<file path="src/rtl/pipeline_stall_controller_if.sv">
// ---------------------------------------------------------------------------
// pipeline_stall_controller_if
//   Bundles the hazard/busy/context-switch inputs and the per-stage register
//   controls exchanged between the pipeline datapath and the stall controller.
//
//   Parameters:
//     STALL_CNT_W      width of the stall performance counter
//
//   Signals (direction as seen by the controller, modport slave):
//     load_use_hazard  in   load-use hazard from the hazard detection unit
//     branch_taken_EX  in   branch/jump resolved taken in EX
//     icache_busy      in   instruction memory not ready
//     dcache_busy      in   data memory not ready
//     cs_req           in   context-switch request from OS control
//     pc_en            out  PC write enable
//     if_id_en         out  IF/ID register enable
//     id_ex_en         out  ID/EX register enable
//     ex_mem_en        out  EX/MEM register enable
//     mem_wb_en        out  MEM/WB register enable
//     if_id_flush      out  load a bubble into IF/ID
//     id_ex_flush      out  load a bubble into ID/EX
//     cs_ack           out  pipeline drained and frozen
//     stall_count      out  saturating count of stalled RUN cycles
//
//   The master modport is the datapath / environment side.
// ---------------------------------------------------------------------------
interface pipeline_stall_controller_if #(
  parameter int STALL_CNT_W = 32
);
  logic                   load_use_hazard;
  logic                   branch_taken_EX;
  logic                   icache_busy;
  logic                   dcache_busy;
  logic                   cs_req;
  logic                   pc_en;
  logic                   if_id_en;
  logic                   id_ex_en;
  logic                   ex_mem_en;
  logic                   mem_wb_en;
  logic                   if_id_flush;
  logic                   id_ex_flush;
  logic                   cs_ack;
  logic [STALL_CNT_W-1:0] stall_count;

  modport master (
    output load_use_hazard, branch_taken_EX, icache_busy, dcache_busy, cs_req,
    input  pc_en, if_id_en, id_ex_en, ex_mem_en, mem_wb_en,
    input  if_id_flush, id_ex_flush, cs_ack, stall_count
  );

  modport slave (
    input  load_use_hazard, branch_taken_EX, icache_busy, dcache_busy, cs_req,
    output pc_en, if_id_en, id_ex_en, ex_mem_en, mem_wb_en,
    output if_id_flush, id_ex_flush, cs_ack, stall_count
  );
endinterface

</file>
<file path="src/rtl/pipeline_stall_controller.sv">
// ---------------------------------------------------------------------------
// pipeline_stall_controller
//   Central stall/flush sequencer for the 5-stage pipeline. Merges load-use,
//   branch redirect and I/D memory busy into per-stage enables and flushes,
//   and drains/freezes the pipeline around an OS context switch using a
//   4-phase cs_req/cs_ack handshake.
//
//   Parameters:
//     DRAIN_CYCLES  forward-progress cycles needed to empty ID..WB
//     STALL_CNT_W   width of the saturating stall counter (must match bus)
//
//   Ports:
//     CLK    clock, rising edge
//     RESET  synchronous, active-low reset
//     bus    controller side of pipeline_stall_controller_if
// ---------------------------------------------------------------------------
module pipeline_stall_controller #(
  parameter int DRAIN_CYCLES = 4,
  parameter int STALL_CNT_W  = 32
) (
  input  logic                           CLK,
  input  logic                           RESET,
  pipeline_stall_controller_if.slave     bus
);

  localparam int DRAIN_W = (DRAIN_CYCLES > 1) ? $clog2(DRAIN_CYCLES) : 1;
  localparam logic [DRAIN_W-1:0] DRAIN_LAST = DRAIN_W'(DRAIN_CYCLES - 1);

  typedef enum logic [1:0] {
    RUN   = 2'd0,
    DRAIN = 2'd1,
    HELD  = 2'd2
  } state_e;

  state_e                 state_q, state_d;
  logic [DRAIN_W-1:0]     drain_cnt_q, drain_cnt_d;
  logic                   cs_ack_q, cs_ack_d;
  logic [STALL_CNT_W-1:0] stall_count_q, stall_count_d;

  logic pc_en, if_id_en, id_ex_en, ex_mem_en, mem_wb_en;
  logic if_id_flush, id_ex_flush;

  // Stage controls: combinational from state and hazard inputs.
  // In RUN/DRAIN the hazards are resolved by fixed priority; DRAIN then
  // suppresses fetch unless the whole pipe is frozen by dcache_busy.
  always_comb begin
    pc_en       = 1'b0;
    if_id_en    = 1'b0;
    id_ex_en    = 1'b0;
    ex_mem_en   = 1'b0;
    mem_wb_en   = 1'b0;
    if_id_flush = 1'b0;
    id_ex_flush = 1'b0;
    if (!RESET) begin
      if_id_flush = 1'b1;
      id_ex_flush = 1'b1;
    end else if (state_q == HELD) begin
      if_id_en    = 1'b1;
      id_ex_en    = 1'b1;
      ex_mem_en   = 1'b1;
      mem_wb_en   = 1'b1;
      if_id_flush = 1'b1;
      id_ex_flush = 1'b1;
    end else begin
      if (bus.dcache_busy) begin
        // full freeze: every stage holds, nothing is lost
      end else if (bus.branch_taken_EX) begin
        {pc_en, if_id_en, id_ex_en, ex_mem_en, mem_wb_en} = 5'b11111;
        if_id_flush = 1'b1;
        id_ex_flush = 1'b1;
      end else if (bus.load_use_hazard) begin
        // hold IF and ID, push a bubble into EX, let older work drain
        id_ex_en    = 1'b1;
        ex_mem_en   = 1'b1;
        mem_wb_en   = 1'b1;
        id_ex_flush = 1'b1;
      end else if (bus.icache_busy) begin
        {if_id_en, id_ex_en, ex_mem_en, mem_wb_en} = 4'b1111;
        if_id_flush = 1'b1;
      end else begin
        {pc_en, if_id_en, id_ex_en, ex_mem_en, mem_wb_en} = 5'b11111;
      end
      if (state_q == DRAIN && !bus.dcache_busy) begin
        pc_en       = 1'b0;
        if_id_flush = 1'b1;
      end
    end
  end

  // Sequencer: RUN -> DRAIN on request, count forward-progress cycles
  // (a load-use bubble restarts the count, a dcache freeze pauses it),
  // then HELD with cs_ack until the OS withdraws cs_req.
  always_comb begin
    state_d       = state_q;
    drain_cnt_d   = drain_cnt_q;
    cs_ack_d      = cs_ack_q;
    stall_count_d = stall_count_q;
    case (state_q)
      RUN: begin
        if (!pc_en && !(&stall_count_q)) begin
          stall_count_d = stall_count_q + 1'b1;
        end
        if (bus.cs_req && !bus.dcache_busy) begin
          state_d     = DRAIN;
          drain_cnt_d = '0;
        end
      end
      DRAIN: begin
        if (!bus.dcache_busy) begin
          if (bus.load_use_hazard) begin
            drain_cnt_d = '0;
          end else if (drain_cnt_q == DRAIN_LAST) begin
            state_d     = HELD;
            drain_cnt_d = '0;
            cs_ack_d    = 1'b1;
          end else begin
            drain_cnt_d = drain_cnt_q + 1'b1;
          end
        end
      end
      HELD: begin
        if (!bus.cs_req) begin
          state_d  = RUN;
          cs_ack_d = 1'b0;
        end
      end
      default: begin
        state_d = RUN;
      end
    endcase
  end

  // State register with synchronous active-low reset.
  always_ff @(posedge CLK) begin
    if (!RESET) begin
      state_q       <= RUN;
      drain_cnt_q   <= '0;
      cs_ack_q      <= 1'b0;
      stall_count_q <= '0;
    end else begin
      state_q       <= state_d;
      drain_cnt_q   <= drain_cnt_d;
      cs_ack_q      <= cs_ack_d;
      stall_count_q <= stall_count_d;
    end
  end

  assign bus.pc_en       = pc_en;
  assign bus.if_id_en    = if_id_en;
  assign bus.id_ex_en    = id_ex_en;
  assign bus.ex_mem_en   = ex_mem_en;
  assign bus.mem_wb_en   = mem_wb_en;
  assign bus.if_id_flush = if_id_flush;
  assign bus.id_ex_flush = id_ex_flush;
  assign bus.cs_ack      = cs_ack_q;
  assign bus.stall_count = stall_count_q;

endmodule

</file>
<file path="src/flat_wrapper.sv">
// flat-port wrapper written by rule: the top's interface ports become plain ports
module pipeline_stall_controller_flat 
#(
  parameter int DRAIN_CYCLES = 4,
  parameter int STALL_CNT_W  = 32
)
  (CLK, RESET, bus_load_use_hazard, bus_branch_taken_EX, bus_icache_busy, bus_dcache_busy, bus_cs_req, bus_pc_en, bus_if_id_en, bus_id_ex_en, bus_ex_mem_en, bus_mem_wb_en, bus_if_id_flush, bus_id_ex_flush, bus_cs_ack, bus_stall_count);
  pipeline_stall_controller_if #(.STALL_CNT_W(STALL_CNT_W)) bus_i ();
  input  logic CLK;
  input  logic RESET;
  input wire logic [$bits(bus_i.load_use_hazard)-1:0] bus_load_use_hazard;
  input wire logic [$bits(bus_i.branch_taken_EX)-1:0] bus_branch_taken_EX;
  input wire logic [$bits(bus_i.icache_busy)-1:0] bus_icache_busy;
  input wire logic [$bits(bus_i.dcache_busy)-1:0] bus_dcache_busy;
  input wire logic [$bits(bus_i.cs_req)-1:0] bus_cs_req;
  output wire logic [$bits(bus_i.pc_en)-1:0] bus_pc_en;
  output wire logic [$bits(bus_i.if_id_en)-1:0] bus_if_id_en;
  output wire logic [$bits(bus_i.id_ex_en)-1:0] bus_id_ex_en;
  output wire logic [$bits(bus_i.ex_mem_en)-1:0] bus_ex_mem_en;
  output wire logic [$bits(bus_i.mem_wb_en)-1:0] bus_mem_wb_en;
  output wire logic [$bits(bus_i.if_id_flush)-1:0] bus_if_id_flush;
  output wire logic [$bits(bus_i.id_ex_flush)-1:0] bus_id_ex_flush;
  output wire logic [$bits(bus_i.cs_ack)-1:0] bus_cs_ack;
  output wire logic [$bits(bus_i.stall_count)-1:0] bus_stall_count;
  assign bus_i.load_use_hazard = bus_load_use_hazard;
  assign bus_i.branch_taken_EX = bus_branch_taken_EX;
  assign bus_i.icache_busy = bus_icache_busy;
  assign bus_i.dcache_busy = bus_dcache_busy;
  assign bus_i.cs_req = bus_cs_req;
  assign bus_pc_en = bus_i.pc_en;
  assign bus_if_id_en = bus_i.if_id_en;
  assign bus_id_ex_en = bus_i.id_ex_en;
  assign bus_ex_mem_en = bus_i.ex_mem_en;
  assign bus_mem_wb_en = bus_i.mem_wb_en;
  assign bus_if_id_flush = bus_i.if_id_flush;
  assign bus_id_ex_flush = bus_i.id_ex_flush;
  assign bus_cs_ack = bus_i.cs_ack;
  assign bus_stall_count = bus_i.stall_count;
  pipeline_stall_controller #(.DRAIN_CYCLES(DRAIN_CYCLES), .STALL_CNT_W(STALL_CNT_W)) u_core (.CLK(CLK), .RESET(RESET), .bus(bus_i));
endmodule
</file>
<file path="config.mk">
export PLATFORM = sky130hd
export DESIGN_NAME = pipeline_stall_controller_flat
export DESIGN_NICKNAME = d
export VERILOG_FILES = /design/src/rtl/pipeline_stall_controller_if.sv /design/src/rtl/pipeline_stall_controller.sv /design/src/flat_wrapper.sv
export SDC_FILE = /design/constraint.sdc
export NUM_CORES = 1
export LEC_CHECK = 0
export CORE_MARGIN = 8
export CORE_UTILIZATION = 40
export CTS_BUF_LIST = sky130_fd_sc_hd__clkbuf_16
export DETAILED_ROUTE_END_ITERATION = 10
export PLACE_DENSITY = 0.77
export REMOVE_ABC_BUFFERS = 1
export SLEW_MARGIN = 20
export SYNTH_ARGS = -nofsm -noshare
export SYNTH_HDL_FRONTEND = slang
export SYNTH_SLANG_ARGS = --single-unit
</file>
<file path="constraint.sdc">
create_clock -name CLK -period 6.17 [get_ports CLK]
set_clock_uncertainty 0.05 [all_clocks]
set_input_delay 0.617 -clock CLK [delete_from_list [all_inputs] [get_ports CLK]]
set_output_delay 0.617 -clock CLK [all_outputs]
set_load 0.01 [all_outputs]
</file>
# After elaboration in Yosys (flattened, before gate mapping)
# Cells that the tools add are included.
# word_totals
reg_bits	37
out_inout_bits	40
inputBits	7
wordCells	71
# op_classes
n_eq_ne	8
reduce_logical	14
add_sub_neg	2
muxes	43
# op_table
op	n
$add A32 B1 Y32 const B	1
$reduce_and A32 Y1	1
$mux W1	31
$mux W2	9
$reduce_and A5 Y1	2
$ne A2 B2 Y1 const B	4
$pmux W2 S3	1
$eq A2 B2 Y1 const B	2
$pmux W2 S2	1
$reduce_bool A2 Y1	2
$logic_and A1 B1 Y1	3
$logic_not A1 Y1	3
$reduce_and A3 Y1	1
$add A2 B1 Y2 const B	1
$eq A2 B1 Y1 const B	1
$logic_not A2 Y1	1
$ne A2 B1 Y1 const B	1
$pmux W1 S2	1
$reduce_and A2 Y1	1

# Longest topological paths before layout
# Gate-level depths: netlist of the first run.
# depth
depth_word	10
depth_mapped	8
ltp_nobuf	6

# Worst setup path after synthesis of the first run
# No wires, ideal clock.
# synth_path
kind	input -> register
startpoint	input bus_branch_taken_EX
endpoint	register u_core.stall_count_q[15] (netlist: u_core.bus.stall_count[15])
arrival_time_ps	2055
required_ps	6049
path_slack_ps	3995
cell_stages	6
path_buffers	1
setup_ps	71
cell_sequence	o21bai_1 > a211oi_4 > nand4_1 > buf_2 > or4_1 > a21oi_1
# synth_between
elab_chain_len	8
# synth_lines
item	line	rtl
from (decl)	flat_wrapper.sv:12	input wire logic [$bits(bus_i.branch_taken_EX)-1:0] bus_branch_taken_EX;
$mux W1	pipeline_stall_controller.sv:67	end else if (bus.branch_taken_EX) begin
$mux W1	pipeline_stall_controller.sv:65	if (bus.dcache_busy) begin
$mux W1	pipeline_stall_controller.sv:83	if (state_q == DRAIN && !bus.dcache_busy) begin
$mux W1	pipeline_stall_controller.sv:57	end else if (state_q == HELD) begin
$mux W1	pipeline_stall_controller.sv:54	if (!RESET) begin
$logic_not A1 Y1	pipeline_stall_controller.sv:100	if (!pc_en && !(&stall_count_q)) begin
$logic_and A1 B1 Y1	pipeline_stall_controller.sv:100	
$reduce_and A2 Y1 (no line)	-	
to (signal assigned)	pipeline_stall_controller.sv:144	stall_count_q <= stall_count_d;
to (decl)	pipeline_stall_controller.sv:38	logic [STALL_CNT_W-1:0] stall_count_q, stall_count_d;
# Every way passes these cells.
# A chain may end at the register's enable or synchronous reset.

# Final worst setup path of the first run
# layout_path
startpoint	input RESET
endpoint	output bus_ex_mem_en
# layout_between
elab_chain_len	1
# layout_lines
item	line	rtl
from (decl)	flat_wrapper.sv:10	input logic RESET;
$mux W1	pipeline_stall_controller.sv:54	
to (decl)	flat_wrapper.sv:19	output wire logic [$bits(bus_i.ex_mem_en)-1:0] bus_ex_mem_en;
# Every way passes these cells.

==> results of run 1 <==
routing by layer:
metal  part of all wire (%)  vias up  wire (um)
met2                     47       46       2280
met1                     43      926       2100
met5                      0        -          0
met4                    1.2        0         57
li1                       -      986          -
met3                    8.7        8        421
area by class of cell:
type | instances | area [um2] | area share (%)
Inverter | 10 | 37.5 | 1.42
Timing Repair Buffer | 47 | 468 | 17.7
Tap cell | 67 | 83.8 | 3.16
Clock buffer | 5 | 125 | 4.72
Clock inverter | 3 | 65.1 | 2.46
Multi-Input combinational cell | 180 | 1130 | 42.6
Sequential cell | 37 | 741 | 28.0
kinds of logic (layout without fill, tap and decap cells):
logic type | Yosys count | after routing
buffers and inverters | 22 | 65
xor gates and xnor gates | 4 | 4
AOI/OAI and AO/OA | 67 | 67
adders and majority gates | 2 | 2
DFF | 37 | 37
muxes | 3 | 3
and+or+nand+nor | 104 | 104
worst min-delay path, delay by kind of cell, from the launching register on:
| kind | cells | cell delay (ns) |
|---|---|---|
| AOI/OAI and AO/OA | 2 | 0.12 |
| DFF | 1 | 0.30 |
sequential cells by signal, indices dropped and copies added (netlist names):
signal,count
u_core.state_q,2
u_core.bus.cs_ack,1
u_core.drain_cnt_q,2
u_core.bus.stall_count,32
metrics by stage:
stage / power (mW) / hold WS (ns) / utilization, %
final: 0.612 / 0.426 / 55.7
after global routing: 0.635 / 0.467 / 55.7
after CTS: 0.618 / 0.432 / 55.7
after detailed placement: 0.292 / 0.427 / 51.7
after global placement: 0.292 / 0.419 / 51.7
after floorplan: 0.271 / 0.409 / -
cell usage after synthesis, types with 3 or more instances:
library cell  number  area, um2
o21ai_1            6       30.0
o211ai_1           3       22.5
nand2b_1           4       25.0
clkbuf_1           5       18.8
nand4_1            5       31.3
nor3_1             3       15.0
mux2i_1            3       30.0
dfxtp_1           37        741
or3_1             12       75.1
a21oi_1           30        150
nor2b_1            3       18.8
inv_1              9       33.8
and4_1             7       61.3
nor2_1            11       41.3
or4_1             11       82.6
o21ai_0           11       55.1
xor2_1             3       26.3
nand3_1           15       75.1
o31ai_1            9       67.6
buf_4              5       37.5
nor4_1             4       25.0
nand2_1           18       67.6
how the worst max path moves through the flow:
stage,start,to,slack [ns],cells past startpoint
finish,RESET,bus_ex_mem_en,2.79,4
detailed placement,RESET,bus_ex_mem_en,2.74,4
global placement,RESET,bus_ex_mem_en,2.78,4
CTS,RESET,bus_ex_mem_en,2.73,4
global route,RESET,bus_ex_mem_en,2.56,4
floorplan,RESET,bus_ex_mem_en,3.72,2
power by group through the flow:
stage / clock (mW) / sequential [mW] / combinational (mW)
after floorplan: 0 / 0.252 / 0.0187
after global placement: 0 / 0.252 / 0.0402
after detailed placement: 0 / 0.252 / 0.0405
after CTS: 0.330 / 0.247 / 0.0408
after global routing: 0.342 / 0.247 / 0.0449
final: 0.325 / 0.247 / 0.0404
==> impl_metrics.toml, run 1 <==
[status]
status = "finished clean"

[clock_tree]
numCtsBuffers = 5
cts.sinks = 37
htreeDepth = 2
clock-root-buffer = "clkbuf_16"
cts_hold_buf = 0
post_cts_buffers = 0
clk_latency_ns = 0.28
cts_tree = "yes"
cts_max_path_buffers = 2
path_clk_slew_ns = 0.05
post_cts_resized = 0

[logic_synthesis]
syn_area_mm2 = 0.00197
async_flop_share_pct = 0
synthFlopType = "dfxtp_1"
synthMuxAreaShare_pct = 1.52
synth_edf_count = 0
ys_ff_latch = 37
synth.avg_cell_area_um2 = 8.26
ys_warn_count = 0
synth-simple-area-share_pct = 31.6
synth_cells = 239
synth_top_family_by_area = "simple AND/OR/NAND/NOR gates"
synth_compound_area_share_pct = 21.0
synth_xor_area_share_pct = 1.77
seq_area_frac_synth_pct = 37.5
synth_fa_ha_area_share_pct = 1.27
synth_cell_types = 42

[setup_path]
cp_slowest_stage_delay_ns = 0.70
cpMaxStageDelayCell = "clkdlybuf4s50_1"
endpoint_kind = "output pin"
path_class = "in2out"
cp.arrival_ns = 2.71
path_common_cell = "clkdlybuf4s50_1"
cp.required_ns = 5.50
r2r_slack_ns = 3.64
cp_top_family = "buffers and inverters"
start_kind = "input pin"
cp_num_buf_inv = 3
reg2reg_from = "u_core.bus.stall_count[0]$_SDFFE_PN0P_"
r2r_cells = 6
cp_max_fo = 15
r2r_end = "u_core.bus.stall_count[7]$_SDFFE_PN0P_"
crit_path_cell_trace = "clkdlybuf4s50_1, clkinv_1, a21oi_1, clkdlybuf4s50_1"

[global_route]
grt.met3_usage_pct = 5.86
grt_usage_pct = 13.6
met2_usage_pct = 22.8
top_usage_layer = "met2"
overflow = 0
grt_max_degree = 24
grt_pass1_wl_mm = 8.39
grt_pass1_vias = 1898
grt_antenna_before_repair = 0
use_met1_pct = 14.9

[layout]
instances_no_fill = 349
fin_area_mm2 = 0.00265
final_cell_mix = "clkdlybuf4s50_1 (46), dfxtp_1 (37), a21oi_1 (30)"
drive_gt1_share_pct = 6.38
layout.nets = 290
syn_to_final_growth_pct = 34.2
final_common_cell = "clkdlybuf4s50_1"
fillers = 458
antennaDiodeCount = 0

[sta]
finalHoldViolCount = 0
relSlewSlack_pct = 40.6
finalMaxSlewViolations = 0
setup_violations = 0
fin_tns_setup_ns = 0
setup_slack_ns = 2.79
rsz0062_at_grt = "false"
fin_crit_ns = 3.38
fmax_mhz = 296
worstMarginPinSlew_ns = 0.885
period_share_pct = 54.8

[place]
port_buffers = 46
hpwl_mm = 3.54
place_congestion = 0.773
dp.cells = 341
dpl_cell_area_mm2 = 0.00246
place_worst_setup_slack_ns = 2.74

[die]
die-area_mm2 = 0.00744
die_w_um = 86.3
rows = 25
start_util_pct = 41.5
coreArea_mm2 = 0.00475
ioPinCount = 47
die_h_um = 86.3

[power]
clkPwrFrac_pct = 53.1
p_seq_share_pct = 40.3
vdd_drop_max_v = 0.000122
combPwrFrac_pct = 6.6
p_sw_mw = 0.120
internal_power_mw = 0.491
p_leak_nw = 0.845
power.density_mw_per_mm2 = 231
power_switching_share_pct = 19.7

[drt]
vias_per_cell = 5.63
dr.pass1.iters = 4
route.detailed.drc = 0
via_count = 1966
finalWirelength_mm = 4.86
drtIter0Drc = 89
ant_nets = 0
wl_per_cell_um = 13.9

[min_path]
hold_depth = 2
min_from = "u_core.bus.cs_ack$_SDFFE_PN0P_"
holdPathEnd = "u_core.bus.cs_ack$_SDFFE_PN0P_"
min_path_type = "reg2reg"

[flow_run]
maxCapViolCount = 0
Note: power is estimated with default switching activity, not from simulation.
==> run 2: changes to the inputs <==
PLACE_DENSITY = 0.79   (was 0.77)
clock period = 2.9 ns   (was 6.17 ns; I/O delays follow)
==> impl_metrics.toml, run 2 (synthesis gave the netlist of run 1 again) <==
[setup_path]
cp_num_buf_inv = 5
start_kind = "input pin"
r2r_slack_ns = 0.62
crit_path_cell_trace = "clkdlybuf4s50_1, buf_4, clkinv_1, buf_4, a21oi_1, clkdlybuf4s50_1"
path_class = "in2out"
cp.arrival_ns = 2.09
cp.required_ns = 2.56
cp_slowest_stage_delay_ns = 0.60
endpoint_kind = "output pin"
cp_max_fo = 20
cp_top_family = "buffers and inverters"
cpMaxStageDelayCell = "clkdlybuf4s50_1"

[power]
combPwrFrac_pct = 8.1
internal_power_mw = 0.870
power.density_mw_per_mm2 = 427
power_switching_share_pct = 22.6
p_sw_mw = 0.254
clkPwrFrac_pct = 45.2
p_seq_share_pct = 46.7
vdd_drop_max_v = 0.000224
p_leak_nw = 0.845

[layout]
layout.nets = 295
drive_gt1_share_pct = 7.32
final_common_cell = "clkdlybuf4s50_1"
antennaDiodeCount = 0
final_cell_mix = "clkdlybuf4s50_1 (46), dfxtp_1 (37), a21oi_1 (30)"
largest_reg_flops = 32
fin_util_pct = 55.4
syn_to_final_growth_pct = 33.5

[sta]
fmax_mhz = 412
finalMaxSlewViolations = 0
rsz0062_at_grt = "false"
period_share_pct = 83.6
setup_violations = 0
fin_tns_setup_ns = 0
worstMarginPinSlew_ns = 0.535
finalHoldViolCount = 0
fin_crit_ns = 2.43
relSlewSlack_pct = 64.3

[clock_tree]
post_cts_resized = 0
clock-root-buffer = "clkbuf_16"
numCtsBuffers = 5
cts.sinks = 37
cts_max_path_buffers = 2
cts_tree = "yes"
htreeDepth = 2
path_clk_slew_ns = 0.05
cts_hold_buf = 0
post_cts_buffers = 0
clk_latency_ns = 0.28

[global_route]
grt_pass1_vias = 1863
grt_max_degree = 21
grt_usage_pct = 13.3
grt_pass1_wl_mm = 8.17
overflow = 0
grt_antenna_before_repair = 0

[die]
ioPinCount = 47
die-area_mm2 = 0.00744
start_util_pct = 41.5
die_h_um = 86.3
die_w_um = 86.3
coreArea_mm2 = 0.00475
rows = 25

[drt]
dr.pass1.iters = 4
ant_nets = 0
wl_per_cell_um = 13.7
route.detailed.drc = 0
drtIter0Drc = 104
via_count = 1974
finalWirelength_mm = 4.84
vias_per_cell = 5.58

[flow_run]
maxCapViolCount = 0

[min_path]
min_path_type = "reg2reg"

[place]
port_buffers = 46
hpwl_mm = 3.60
place_congestion = 0.797

[status]
status = "finished clean"
run 2: path summary, 6_finish.rpt:
path | startpoint | endpoint | cells after the start
worst min-delay path | u_core.bus.cs_ack$_SDFFE_PN0P_ | u_core.bus.cs_ack$_SDFFE_PN0P_ | 2
worst max register to register | u_core.bus.stall_count[0]$_SDFFE_PN0P_ | u_core.bus.stall_count[27]$_SDFFE_PN0P_ | 7
worst min register to register | u_core.bus.cs_ack$_SDFFE_PN0P_ | u_core.bus.cs_ack$_SDFFE_PN0P_ | 2
worst max-delay path | RESET | bus_if_id_en | 6
run 2: final cells by class:
cell class                      instances  area, um2
Fill cell                             446       2120
Clock buffer                            5        125
Tap cell                               67       83.8
Clock inverter                          3       12.5
Inverter                               10       37.5
Multi-Input combinational cell        180       1130
Sequential cell                        37        741
Timing Repair Buffer                   52        505
run 2: worst reg2reg max path: stages (launching register included):
cell	delay (ns)
dfxtp_1	0.41
ha_1	0.22
nand4_1	0.20
or4_4	0.51
nor3_4	0.29
buf_4	0.26
nor4_1	0.09
mux2i_1	0.13
run 2: metrics by stage:
stage          power, mW  area (um2)  hold slack, ns  instances  setup WS [ns]
2_1_floorplan      0.576        1910           0.379        227          0.624
3_3_place_gp       0.626        2500           0.419        346          0.435
3_5_place_dp       0.627        2500           0.420        346          0.363
4_1_cts             1.14        2640           0.433        354          0.456
5_1_grt             1.17        2640           0.446        354          0.340
6_report            1.12        2640           0.437        354          0.475
run 2: power by group through the flow:
stage                     logic [mW]  clock network (mW)  registers [mW]
after global placement        0.0908                   0           0.536
after detailed placement      0.0915                   0           0.536
after floorplan               0.0399                   0           0.536
after global routing           0.102               0.537           0.526
final                         0.0913               0.508           0.525
after CTS                     0.0924               0.525           0.525
run 2: metal layers:
metal / up-vias / part of all wire [%] / global-route usage, %
met5: - / 0 / 0
met4: 0 / 1.6 / 5.63
met3: 8 / 7.5 / 5.48
met2: 49 / 45 / 21.6
met1: 919 / 46 / 15.1
li1: 998 / - / -
